<file path="config.mk">
export PLATFORM = sky130hd
export DESIGN_NAME = gate_bist_ctrl_flat
export DESIGN_NICKNAME = d
export VERILOG_FILES = /design/src/rtl/gate_bist_pkg.sv /design/src/rtl/gate_bist_ctrl_if.sv /design/src/rtl/gate_bist_settle_timer.sv /design/src/rtl/gate_bist_ctrl.sv /design/src/flat_wrapper.sv
export SDC_FILE = /design/constraint.sdc
export NUM_CORES = 1
export LEC_CHECK = 0
export ABC_AREA = 1
export CAP_MARGIN = 10
export CORE_AREA = 2 2 60 62
export DETAILED_ROUTE_END_ITERATION = 10
export DIE_AREA = 0 0 62 64
export PLACE_DENSITY = 0.54
export RECOVER_POWER = 25
export SLEW_MARGIN = 10
export SYNTH_ARGS = -nofsm -noshare
export SYNTH_HDL_FRONTEND = slang
export SYNTH_SLANG_ARGS = --single-unit
</file>
<file path="constraint.sdc">
create_clock -name clk -period 1.6 [get_ports clk]
set_input_delay 0.24 -clock clk [delete_from_list [all_inputs] [get_ports clk]]
set_output_delay 0.24 -clock clk [all_outputs]
set_load 0.01 [all_outputs]
</file>
<file path="src/rtl/gate_bist_pkg.sv">
// Shared types and sizes for the 2-input gate BIST controller.
package gate_bist_pkg;

   typedef enum logic [1:0] {
      ST_IDLE   = 2'd0,
      ST_SETTLE = 2'd1,
      ST_CHECK  = 2'd2,
      ST_DONE   = 2'd3
   } bist_state_e;

   localparam int NUM_VECTORS = 4;
   localparam int IDX_W       = 2;
   localparam int ERR_W       = 3;
   localparam int SETTLE_W    = 4;

endpackage

</file>
<file path="src/rtl/gate_bist_ctrl_if.sv">
// Control, result and GUT-facing signals of the gate BIST controller.
interface gate_bist_ctrl_if;
   import gate_bist_pkg::*;

   logic                   start;
   logic                   abort;
   logic [NUM_VECTORS-1:0] expected_tt;
   logic                   gate_a;
   logic                   gate_b;
   logic                   gate_out;
   logic                   busy;
   logic                   done;
   logic                   pass;
   logic [ERR_W-1:0]       err_count;
   logic                   fail_valid;
   logic [IDX_W-1:0]       first_fail_idx;

   // master drives the controller and hosts the GUT; slave is the controller
   modport master (
      output start, abort, expected_tt, gate_out,
      input  gate_a, gate_b, busy, done, pass, err_count, fail_valid, first_fail_idx
   );

   modport slave (
      input  start, abort, expected_tt, gate_out,
      output gate_a, gate_b, busy, done, pass, err_count, fail_valid, first_fail_idx
   );

endinterface

</file>
<file path="src/rtl/gate_bist_settle_timer.sv">
// Loadable down-counter that stops at zero; zero_o flags expiry.
module gate_bist_settle_timer
   import gate_bist_pkg::*;
(
   input  logic                clk,
   input  logic                rst,
   input  logic                load_i,
   input  logic [SETTLE_W-1:0] load_val_i,
   input  logic                dec_i,
   output logic                zero_o
);

   logic [SETTLE_W-1:0] cnt_q, cnt_d;

   always_comb begin
      cnt_d = cnt_q;
      if (load_i)
         cnt_d = load_val_i;
      else if (dec_i && (cnt_q != '0))
         cnt_d = cnt_q - SETTLE_W'(1);
   end

   always_ff @(posedge clk) begin
      if (rst) cnt_q <= '0;
      else     cnt_q <= cnt_d;
   end

   assign zero_o = (cnt_q == '0);

endmodule

</file>
<file path="src/rtl/gate_bist_ctrl.sv">
// Sweeps all four input vectors of a 2-input GUT, compares against a latched truth table.
module gate_bist_ctrl
   import gate_bist_pkg::*;
#(
   parameter int SETTLE_CYCLES = 2
) (
   input  logic             clk,
   input  logic             rst,
   gate_bist_ctrl_if.slave  bus
);

   localparam logic [SETTLE_W-1:0] RELOAD   = SETTLE_W'(SETTLE_CYCLES - 1);
   localparam logic [IDX_W-1:0]    LAST_IDX = IDX_W'(NUM_VECTORS - 1);

   bist_state_e            state_q, state_d;
   logic [IDX_W-1:0]       idx_q, idx_d;
   logic [NUM_VECTORS-1:0] tt_q, tt_d;
   logic [ERR_W-1:0]       err_q, err_d;
   logic                   fv_q, fv_d;
   logic [IDX_W-1:0]       ffi_q, ffi_d;
   logic                   tmr_load, tmr_dec, tmr_zero;
   logic                   mismatch;

   gate_bist_settle_timer u_timer (
      .clk        (clk),
      .rst        (rst),
      .load_i     (tmr_load),
      .load_val_i (RELOAD),
      .dec_i      (tmr_dec),
      .zero_o     (tmr_zero)
   );

   assign mismatch = (bus.gate_out != tt_q[idx_q]);

   always_comb begin
      state_d  = state_q;
      idx_d    = idx_q;
      tt_d     = tt_q;
      err_d    = err_q;
      fv_d     = fv_q;
      ffi_d    = ffi_q;
      tmr_load = 1'b0;
      tmr_dec  = 1'b0;
      unique case (state_q)
         ST_IDLE, ST_DONE: begin
            // abort is meaningless outside a sweep, so start alone decides
            if (bus.start) begin
               state_d  = ST_SETTLE;
               idx_d    = '0;
               tt_d     = bus.expected_tt;
               err_d    = '0;
               fv_d     = 1'b0;
               ffi_d    = '0;
               tmr_load = 1'b1;
            end
         end
         ST_SETTLE: begin
            if (bus.abort) begin
               state_d = ST_IDLE;
               idx_d   = '0;
               err_d   = '0;
               fv_d    = 1'b0;
               ffi_d   = '0;
            end else if (tmr_zero) begin
               state_d = ST_CHECK;
            end else begin
               tmr_dec = 1'b1;
            end
         end
         ST_CHECK: begin
            if (bus.abort) begin
               state_d = ST_IDLE;
               idx_d   = '0;
               err_d   = '0;
               fv_d    = 1'b0;
               ffi_d   = '0;
            end else begin
               if (mismatch) begin
                  err_d = err_q + ERR_W'(1);
                  if (!fv_q) begin
                     fv_d  = 1'b1;
                     ffi_d = idx_q;
                  end
               end
               if (idx_q == LAST_IDX) begin
                  state_d = ST_DONE;
               end else begin
                  state_d  = ST_SETTLE;
                  idx_d    = idx_q + IDX_W'(1);
                  tmr_load = 1'b1;
               end
            end
         end
         default: state_d = ST_IDLE;
      endcase
   end

   always_ff @(posedge clk) begin
      if (rst) begin
         state_q <= ST_IDLE;
         idx_q   <= '0;
         tt_q    <= '0;
         err_q   <= '0;
         fv_q    <= 1'b0;
         ffi_q   <= '0;
      end else begin
         state_q <= state_d;
         idx_q   <= idx_d;
         tt_q    <= tt_d;
         err_q   <= err_d;
         fv_q    <= fv_d;
         ffi_q   <= ffi_d;
      end
   end

   // GUT inputs come straight from the index register, so they hold for SETTLE+CHECK
   assign bus.gate_a         = idx_q[1];
   assign bus.gate_b         = idx_q[0];
   assign bus.busy           = (state_q == ST_SETTLE) || (state_q == ST_CHECK);
   assign bus.done           = (state_q == ST_DONE);
   assign bus.pass           = (state_q == ST_DONE) && (err_q == '0);
   assign bus.err_count      = err_q;
   assign bus.fail_valid     = fv_q;
   assign bus.first_fail_idx = ffi_q;

endmodule

</file>
<file path="src/flat_wrapper.sv">
// flat-port wrapper written by rule: the top's interface ports become plain ports
module gate_bist_ctrl_flat import gate_bist_pkg::*;
#(
   parameter int SETTLE_CYCLES = 2
)
  (clk, rst, bus_start, bus_abort, bus_expected_tt, bus_gate_out, bus_gate_a, bus_gate_b, bus_busy, bus_done, bus_pass, bus_err_count, bus_fail_valid, bus_first_fail_idx);
  gate_bist_ctrl_if bus_i ();
  input  logic clk;
  input  logic rst;
  input wire logic [$bits(bus_i.start)-1:0] bus_start;
  input wire logic [$bits(bus_i.abort)-1:0] bus_abort;
  input wire logic [$bits(bus_i.expected_tt)-1:0] bus_expected_tt;
  input wire logic [$bits(bus_i.gate_out)-1:0] bus_gate_out;
  output wire logic [$bits(bus_i.gate_a)-1:0] bus_gate_a;
  output wire logic [$bits(bus_i.gate_b)-1:0] bus_gate_b;
  output wire logic [$bits(bus_i.busy)-1:0] bus_busy;
  output wire logic [$bits(bus_i.done)-1:0] bus_done;
  output wire logic [$bits(bus_i.pass)-1:0] bus_pass;
  output wire logic [$bits(bus_i.err_count)-1:0] bus_err_count;
  output wire logic [$bits(bus_i.fail_valid)-1:0] bus_fail_valid;
  output wire logic [$bits(bus_i.first_fail_idx)-1:0] bus_first_fail_idx;
  assign bus_i.start = bus_start;
  assign bus_i.abort = bus_abort;
  assign bus_i.expected_tt = bus_expected_tt;
  assign bus_i.gate_out = bus_gate_out;
  assign bus_gate_a = bus_i.gate_a;
  assign bus_gate_b = bus_i.gate_b;
  assign bus_busy = bus_i.busy;
  assign bus_done = bus_i.done;
  assign bus_pass = bus_i.pass;
  assign bus_err_count = bus_i.err_count;
  assign bus_fail_valid = bus_i.fail_valid;
  assign bus_first_fail_idx = bus_i.first_fail_idx;
  gate_bist_ctrl #(.SETTLE_CYCLES(SETTLE_CYCLES)) u_core (.clk(clk), .rst(rst), .bus(bus_i));
endmodule
</file>
# == Word-level counts from Yosys, hierarchy flattened ==
# Cells that the tools add are included.
# totals
register_bits,18
out_inout_bits,11
# op_classes
addsub,3
order_cmp,1
eq_ne,11
n_mux,36
n_reduce_logical,15
# op_table
op,n
$mux 2,12
$pmux 2 s3,3
$mux 1,13
$mux 3,4
$pmux 3 s3,1
$eq 2x2->1 const B,3
$ne 3x2->1 const B,2
$ne 3x3->1 const B,2
$reduce_and 3->1,2
$logic_not 4->1,1
$ne 2x2->1 const B,2
$reduce_and 2->1,2
$reduce_and 4->1,1
$reduce_bool 4->1,1
$reduce_or 2->1,2
$sub 4x1->4 const B,1
$add 3x1->3 const B,1
$logic_not 3->1,1
$lt 2x3->1 const B,1
$pmux 1 s3,1
$add 2x1->2 const B,1
$bmux 1 s2,1
$eq 2x1->1 const B,1
$logic_and 1x1->1,2
other kinds (5),5

# == Longest topological paths before layout ==
# Gate-level depths: netlist of run 1.
# logic_depth
ltp_word,7
ltp_mapped,11

# == By module ==
# Synthesis of run 1 repeated with hierarchy kept, for this count alone.
# hier_totals
cells_unflattened,157
hier_area_um2,1097.3
# by_module_without_submodules
mod,instances,cells_each,area_each_um2,seq_area_each_um2
gate_bist_ctrl,1,116,823.3,280.3
gate_bist_settle_timer,1,41,274.0,80.1

# == Worst setup path before layout of run 1 ==
# Ideal clock, no wire load.
# synth_path
path_kind,register -> register
startpoint,reg u_core.state_q[0]
endpoint,reg u_core.err_q[0] (netlist: u_core.bus.err_count[0])
arrival_ns,1.318
required_ns,1.472
slack_ns,0.154
path_stages_with_launch,11
cell_sequence,dfxtp_1 -> inv_1 -> ha_1 -> inv_1 -> nor2_1 -> inv_1 -> nand2_1 -> inv_2 -> nand2_2 -> nand2_1 -> a21oi_1
# synth_via
elab_chain_len,4
word_cells_on_any_way,10
# synth_rtl
element,line_no,text
start: declaration,gate_bist_ctrl.sv:15,"bist_state_e state_q, state_d;"
start signal: assignment,gate_bist_ctrl.sv:107,state_q <= state_d;
$eq 2x2->1 / $logic_not 2->1 (equally long branches),gate_bist_ctrl.sv:44,unique case (state_q)
$reduce_or 2->1,gate_bist_ctrl.sv:44,
$ne 2x2->1 (no source line),-,
$reduce_and 3->1 (no source line),-,
end signal: assignment,gate_bist_ctrl.sv:110,err_q <= err_d;
end: declaration,gate_bist_ctrl.sv:18,"logic [ERR_W-1:0] err_q, err_d;"
# Parallel ways exist; a longest one is shown, timed or not.
# A chain may end at the register's enable or synchronous reset.

# == Final worst setup path of run 1 ==
# layout_path
startpoint,reg u_core.err_q[2] (netlist: u_core.bus.err_count[2])
endpoint,out bus_err_count[2]
# layout_rtl
element,line_no,text
end: declaration,flat_wrapper.sv:19,output wire logic [$bits(bus_i.err_count)-1:0] bus_err_count;
# No word-level cell between the ends.

==> summary.txt, run 1 <==
Status: finished, final reports clean
Overall routing resource usage: 13.0%
Diodes inserted: 0
First-pass GRT wire length: 3.85 mm
RePlAce Congestion: 0.818
Worst-path clk slew: 100 ps
Row cnt: 21
Crit start category: register
Tot Pwr: 1110 uW
Vias/cell: 4.34
Synth area leaders: dfxtp_1 34%, nand2_1 11%, ha_1 11%, inv_1 8.2%, nor2_1 6.1%
Drt first-iter violations: 21
Core Area: 3280 um^2
Setup ws final: 108 ps
# setup viols final: 0
Lkg Pwr: 0.000622 uW
YS warnings: 0
Starting Density: 32.0%
Mean Syn Cell Area: 7.21 um^2
Critical path arrival: 1250 ps
Post-route insts no fill: 217
Die ar.: 3970 um^2
Max Root-Sink Buffers: 2
Routed WL: 2.24 mm
Slowest-stage cell, CP: clkdlybuf4s50_1
Library cells used by synthesis: 22
Routed Antenna Nets: 0
Clock root buffer: clkbuf_4
Area grow syn2layout: 30.0%
Syn nets: 164
CTS buffer count: 3
Required time of the critical path: 1360 ps
Gr ovfl total: 0
Post-synth top area share: 34.2%
Final HPWL DP: 1.77 mm
Yosys top cell by area: dfxtp_1
Syn Inst Count: 146
Worst r2r path cells: 7
Place WS: 17.9 ps
Crit path cell chain: clkdlybuf4s50_1
Ports: 20
Max-Cap Viols: 0
Crit path kind: register to output port
Routed wire per std cell: 10.3 um
Share of layout cells above drive strength 1: 19.3%
Yosys reg bits: 18
Hold-critical path depth: 2
Unrepaired setup endpoints after global routing: yes
Die W: 62 um
Crit path depth: 1
Cell area after synthesis: 1050 um^2
Largest net degree at the start of global routing: 10
Hold Slack: 477 ps
First-pass DRT Iterations: 4
Final period util: 93.2%
Worst skew pair latency: 290 ps
Clock sinks: 18
Max Slew Vio Count: 0
Port Buffers: 19
Shortest period the worst path allows: 1490 ps
Power Dens Cells: 811 nW/um^2
Worst path buffer plus inverter count: 1
Worst Hold Class: register to register
Max-slew headroom: 81.1%
Initial antenna violation count: 0
Die H: 64 um
Final Hold Vio Count: 0
DRC: 0
Slew @ Worst Pin: 279 ps
Layout Nets: 191
F_max: 670 MHz
Fillers: 359
Critical Path Fanout Max: 5
Clock skew: 0.611 ps
Crit path max-delay family: buffers and inverters
Vias in the first global route: 865
VDD IR max: 0.377 mV
Post-CTS Setup Bufs: 0
CTS H-tree lvls: 1
Critical Path End Type: output port
Placed cells: 214
DR vias: 941
Register area share after synthesis: 34.2%
Slowest stage delay, CP: 560 ps
TritonCTS clock tree: built
[cells by family after synthesis]
kind of cell | synth area share, %
AND/OR/NAND/NOR | 34.0
buffers and inverters | 9.63
AO/OA/AOI/OAI | 10.6
flip-flops | 34.2
adder cells (fa/ha/maj) | 10.7
XOR/XNOR | 0.832
[repair_timing]
action	in CTS	in global routing
setup endpoints to repair	3	12
hold buffers	0	0
gates resized for setup	7	11
[power by group]
part / switching [uW] / internal (uW) / total (uW)
combinational: 203 / 157 / 360
clock: 140 / 87.5 / 227
sequential: 31.5 / 490 / 521
total: 374 / 734 / 1110
[area by class of cell]
class	instances	area, um^2	area share, %
multi-input combinational	101	606	44.3
sequential	18	370	27.1
timing repair buffer	23	214	15.6
clock buffer	3	22.5	1.65
tap	46	57.6	4.21
inverter	26	97.6	7.14
[worst register-to-register path: cells and delay by family (launching register included)]
kind / cells / cell delay [ps]
compound gates: 1 / 150
buf+inv: 2 / 140
fa+ha+maj: 1 / 310
simple gates: 3 / 460
flops: 1 / 350
[synth_stat cells]
library cell / count
dfxtp_1: 18
nand4_1: 3
clkbuf_1: 1
nand3_1: 7
ha_1: 9
nor3b_2: 1
nand2_2: 2
nand2_1: 31
a211oi_1: 2
nor2_1: 17
o21ai_0: 8
nor2_4: 1
xor2_1: 1
inv_2: 3
a21oi_1: 9
inv_1: 23
o21bai_2: 1
nand3_4: 1
nor4b_1: 1
nor3_1: 1
nand3_2: 5
or2_2: 1
[sequential cells by signal, indices dropped and copies added (netlist names)]
| register | cells |
|---|---|
| u_core.bus.err_count | 3 |
| u_core.state_q | 2 |
| u_core.bus.fail_valid | 1 |
| u_core.u_timer.cnt_q | 4 |
| u_core.tt_q | 4 |
| u_core.bus.first_fail_idx | 2 |
| u_core.idx_q | 2 |
[layer usage]
metal  track usage [%]  vias to the layer above  share of wire, %
met5                 0                        -                 0
met4              5.59                        0               1.1
met3              3.04                        2               2.5
met2              18.5                        8                46
met1              18.2                      415                51
li1                  -                      516                 -
[through the flow]
stage | cell area, um^2 | util [%] | setup TNS (ps)
after floorplan | 1050 | - | 0
after CTS | 1350 | 41.1 | 0
after global placement | 1330 | 40.4 | 0
after global routing | 1370 | 41.6 | -62.2
after detailed placement | 1330 | 40.4 | 0
final | 1370 | 41.6 | 0
[layout by cell type, fill, tap and decap left out]
cell | netlist | routed
nand2_2 | 2 | 2
nand3_1 | 7 | 6
clkdlybuf4s50_1 | 0 | 15
nor3_1 | 1 | 1
nand3_4 | 1 | 2
clkbuf_4 | 0 | 3
nor3b_2 | 1 | 1
clkbuf_2 | 0 | 1
nor2_2 | 0 | 1
xor2_1 | 1 | 1
ha_1 | 9 | 9
dlygate4sd3_1 | 0 | 1
a21oi_1 | 9 | 9
o21bai_2 | 1 | 1
nand3_2 | 5 | 5
inv_2 | 3 | 5
a211oi_1 | 2 | 2
nor2_1 | 17 | 16
inv_1 | 23 | 21
dfxtp_2 | 0 | 5
dlygate4sd2_1 | 0 | 1
nor4b_1 | 1 | 1
clkdlybuf4s15_1 | 0 | 1
nand2_1 | 31 | 31
dfxtp_4 | 0 | 1
dfxtp_1 | 18 | 12
o21ai_0 | 8 | 8
nand4_1 | 3 | 3
or2_2 | 1 | 1
nor2_4 | 1 | 1
buf_4 | 0 | 4
[final timing paths]
| check | from | to | slack, ps |
|---|---|---|---|
| hold / removal | u_core.u_timer.cnt_q[1] | u_core.u_timer.cnt_q[1] | 480 |
| hold reg to reg | u_core.u_timer.cnt_q[1] | u_core.u_timer.cnt_q[1] | 480 |
| setup reg to reg | u_core.state_q[0] | u_core.u_timer.cnt_q[2] | 130 |
| setup / recovery | u_core.bus.err_count[2] | bus_err_count[2] | 110 |
Note: power is estimated with default switching activity, not from simulation.
==> run 2, diff against run 1 <==
- PLACE_DENSITY: 0.54 -> 0.6
==> run 2 against run 1 <==
First-iteration DRC count up 95%. Final cell count up 1.8%. Sequential power about the same. Clock skew about the same. Global-route usage about the same. Wire length up 5.4%. Core utilization up 1.5 points. Hold slack better by 1.3 ps. Maximum frequency down 3.8%. Largest power group unchanged. Combinational power up 9.7%. Via count up 7.1%.
==> summary.txt, run 2 (synthesis results as in run 1) <==
Status: finished, final reports clean
Unrepaired setup endpoints after global routing: yes
Worst path buffer plus inverter count: 1 (unchanged)
Crit start category: register
TritonCTS clock tree: built
Crit path cell chain: clkdlybuf4s50_1
Share of layout cells above drive strength 1: 20.0% (+0.70 points)
CTS H-tree lvls: 1 (unchanged)
Area grow syn2layout: 34.7%
Worst skew pair latency: 310 ps (+20 ps)
Commonest cells after routing, fill and taps aside: 30 x nand2_1, 22 x inv_1, 16 x nor2_1, 16 x clkdlybuf4s50_1, 14 x dfxtp_1
# setup viols final: 0 (unchanged)
Critical Path Fanout Max: 5 (unchanged)
Clock skew: 0.870 ps (+0.259 ps)
Critical path arrival: 1310 ps (+60 ps)
Commonest non-fill, non-tap cell in the layout: nand2_1
Shortest period the worst path allows: 1550 ps (+58.5 ps)
Diodes inserted: 0 (unchanged)
Final HPWL DP: 1.83 mm (+3.1%)
Initial antenna violation count: 0 (unchanged)
Vias/cell: 4.56 (+5.2%)
Starting Density: 32.0% (unchanged)
Die H: 64 um (unchanged)
Cts hold-fix bufs: 0 (unchanged)
Slowest-stage cell, CP: clkdlybuf4s50_1
Design area: 1420 um^2 (+3.7%)
Required time of the critical path: 1360 ps (about the same)
DRC: 0 (unchanged)
Slew @ Worst Pin: 272 ps (-6.66 ps)
First-pass GRT wire length: 3.99 mm (+3.6%)
Crit path kind: register to output port
Die ar.: 3970 um^2 (unchanged)
Worst Hold Class: register to register
Layout Nets: 194 (+1.6%)
Final period util: 96.9% (+3.7 points)
Power Dens Cells: 858 nW/um^2 (+5.9%)
Max-Cap Viols: 0 (unchanged)
Post-route insts no fill: 221 (+1.8%)
Largest net degree at the start of global routing: 11 (+1)
Row cnt: 21 (unchanged)
Placed Area: 1350 um^2 (+1.7%)
Max-slew headroom: 81.6% (+0.45 points)
VDD IR max: 0.456 mV (+21%)
Routed wire per std cell: 10.7 um (+3.5%)
Vias in the first global route: 942 (+8.9%)
Clock root buffer: clkbuf_4
Crit path max-delay family: buffers and inverters
Gr ovfl total: 0 (unchanged)
Final Hold Vio Count: 0 (unchanged)
Drt first-iter violations: 41 (+95%)
F_max: 645 MHz (-3.8%)
Fillers: 342 (-4.7%)
Max Root-Sink Buffers: 2 (unchanged)
First-pass DRT Iterations: 4 (unchanged)
Worst-path clk slew: 110 ps (about the same)
Overall routing resource usage: 12.9% (-0.015 points)
Slowest stage delay, CP: 570 ps (about the same)
Routed Antenna Nets: 0 (unchanged)
RePlAce Congestion: 0.779 (-4.8%)
Placed cells: 217 (+1.4%)
Lkg Pwr: 0.000638 uW (+2.4%)
DR vias: 1008 (+7.1%)
Ports: 20 (unchanged)
Routed WL: 2.37 mm (+5.4%)
Critical Path End Type: output port
Clock sinks: 18 (unchanged)
CTS buffer count: 3 (unchanged)
Max Slew Vio Count: 0 (unchanged)
Core Area: 3280 um^2 (unchanged)
Hold Slack: 478 ps (+1.31 ps)
Port Buffers: 19 (unchanged)
Die W: 62 um (unchanged)
==> run 2: cell count changes in the layout (fill, tap and decap cells not counted), sizes merged <==
cell / previous run / this run
clkbuf: 4 / 5
dlygate4sd3: 1 / 0
buf: 4 / 6
dlygate4sd2: 1 / 2
clkdlybuf4s50: 15 / 16
==> run 2: metal layers <==
layer / track usage (%) / up-vias / share of wire, %
li1: - / 524 / -
met1: 16.9 / 458 / 47
met2: 20.6 / 22 / 47
met3: 3.64 / 4 / 4.9
met4: 3.19 / 0 / 0.85
met5: 0 / - / 0
==> run 2: repair_timing <==
item | 4_1_cts | 5_1_grt
endpoints found under the setup margin | 7 | 13
setup buffers | 0 | 0
gates resized for setup | 8 | 8
==> run 2: layout make-up <==
class	count	area (um^2)	area share (%)
Clock buffer	4	36.3	2.56
Sequential cell	18	365	25.8
Timing Repair Buffer	26	238	16.8
Tap cell	46	57.6	4.06
Inverter	26	100	7.06
Multi-Input combinational cell	101	621	43.8
==> run 2: report_power, final <==
part | switching, uW | internal, uW | total, uW | leakage, uW
Combinational | 220 | 175 | 395 | 0.000468
Clock | 160 | 139 | 299 | 0.0000210
Sequential | 31.2 | 491 | 522 | 0.000149
Total | 411 | 805 | 1220 | 0.000638
==> run 2: final timing paths <==
check / slack (ps) / start / cells after the start / endpoint
setup / recovery: 50 / u_core.idx_q[1] / 1 / bus_gate_a
hold / removal: 480 / u_core.u_timer.cnt_q[1] / 2 / u_core.u_timer.cnt_q[1]
setup reg to reg: 100 / u_core.state_q[0] / 9 / u_core.idx_q[1]
hold reg to reg: 480 / u_core.u_timer.cnt_q[1] / 2 / u_core.u_timer.cnt_q[1]
==> run 2: through the flow <==
stage | util, % | total power (uW) | setup TNS (ps) | setup WS (ps)
6_report | 43.2 | 1220 | 0 | 49.6
5_1_grt | 43.2 | 1300 | -5.77 | -3.81
4_1_cts | 42.6 | 1210 | 0 | 17.9
3_5_place_dp | 41.1 | 905 | -10.9 | -10.8
3_3_place_gp | 41.1 | 889 | -0.903 | -0.903
2_1_floorplan | - | 754 | 0 | 154
==> run 3, diff against run 2 <==
- GPL_ROUTABILITY_DRIVEN: default -> 0
==> results of run 3 <==
Final layout, timing and power as in run 2 (identical DEF).
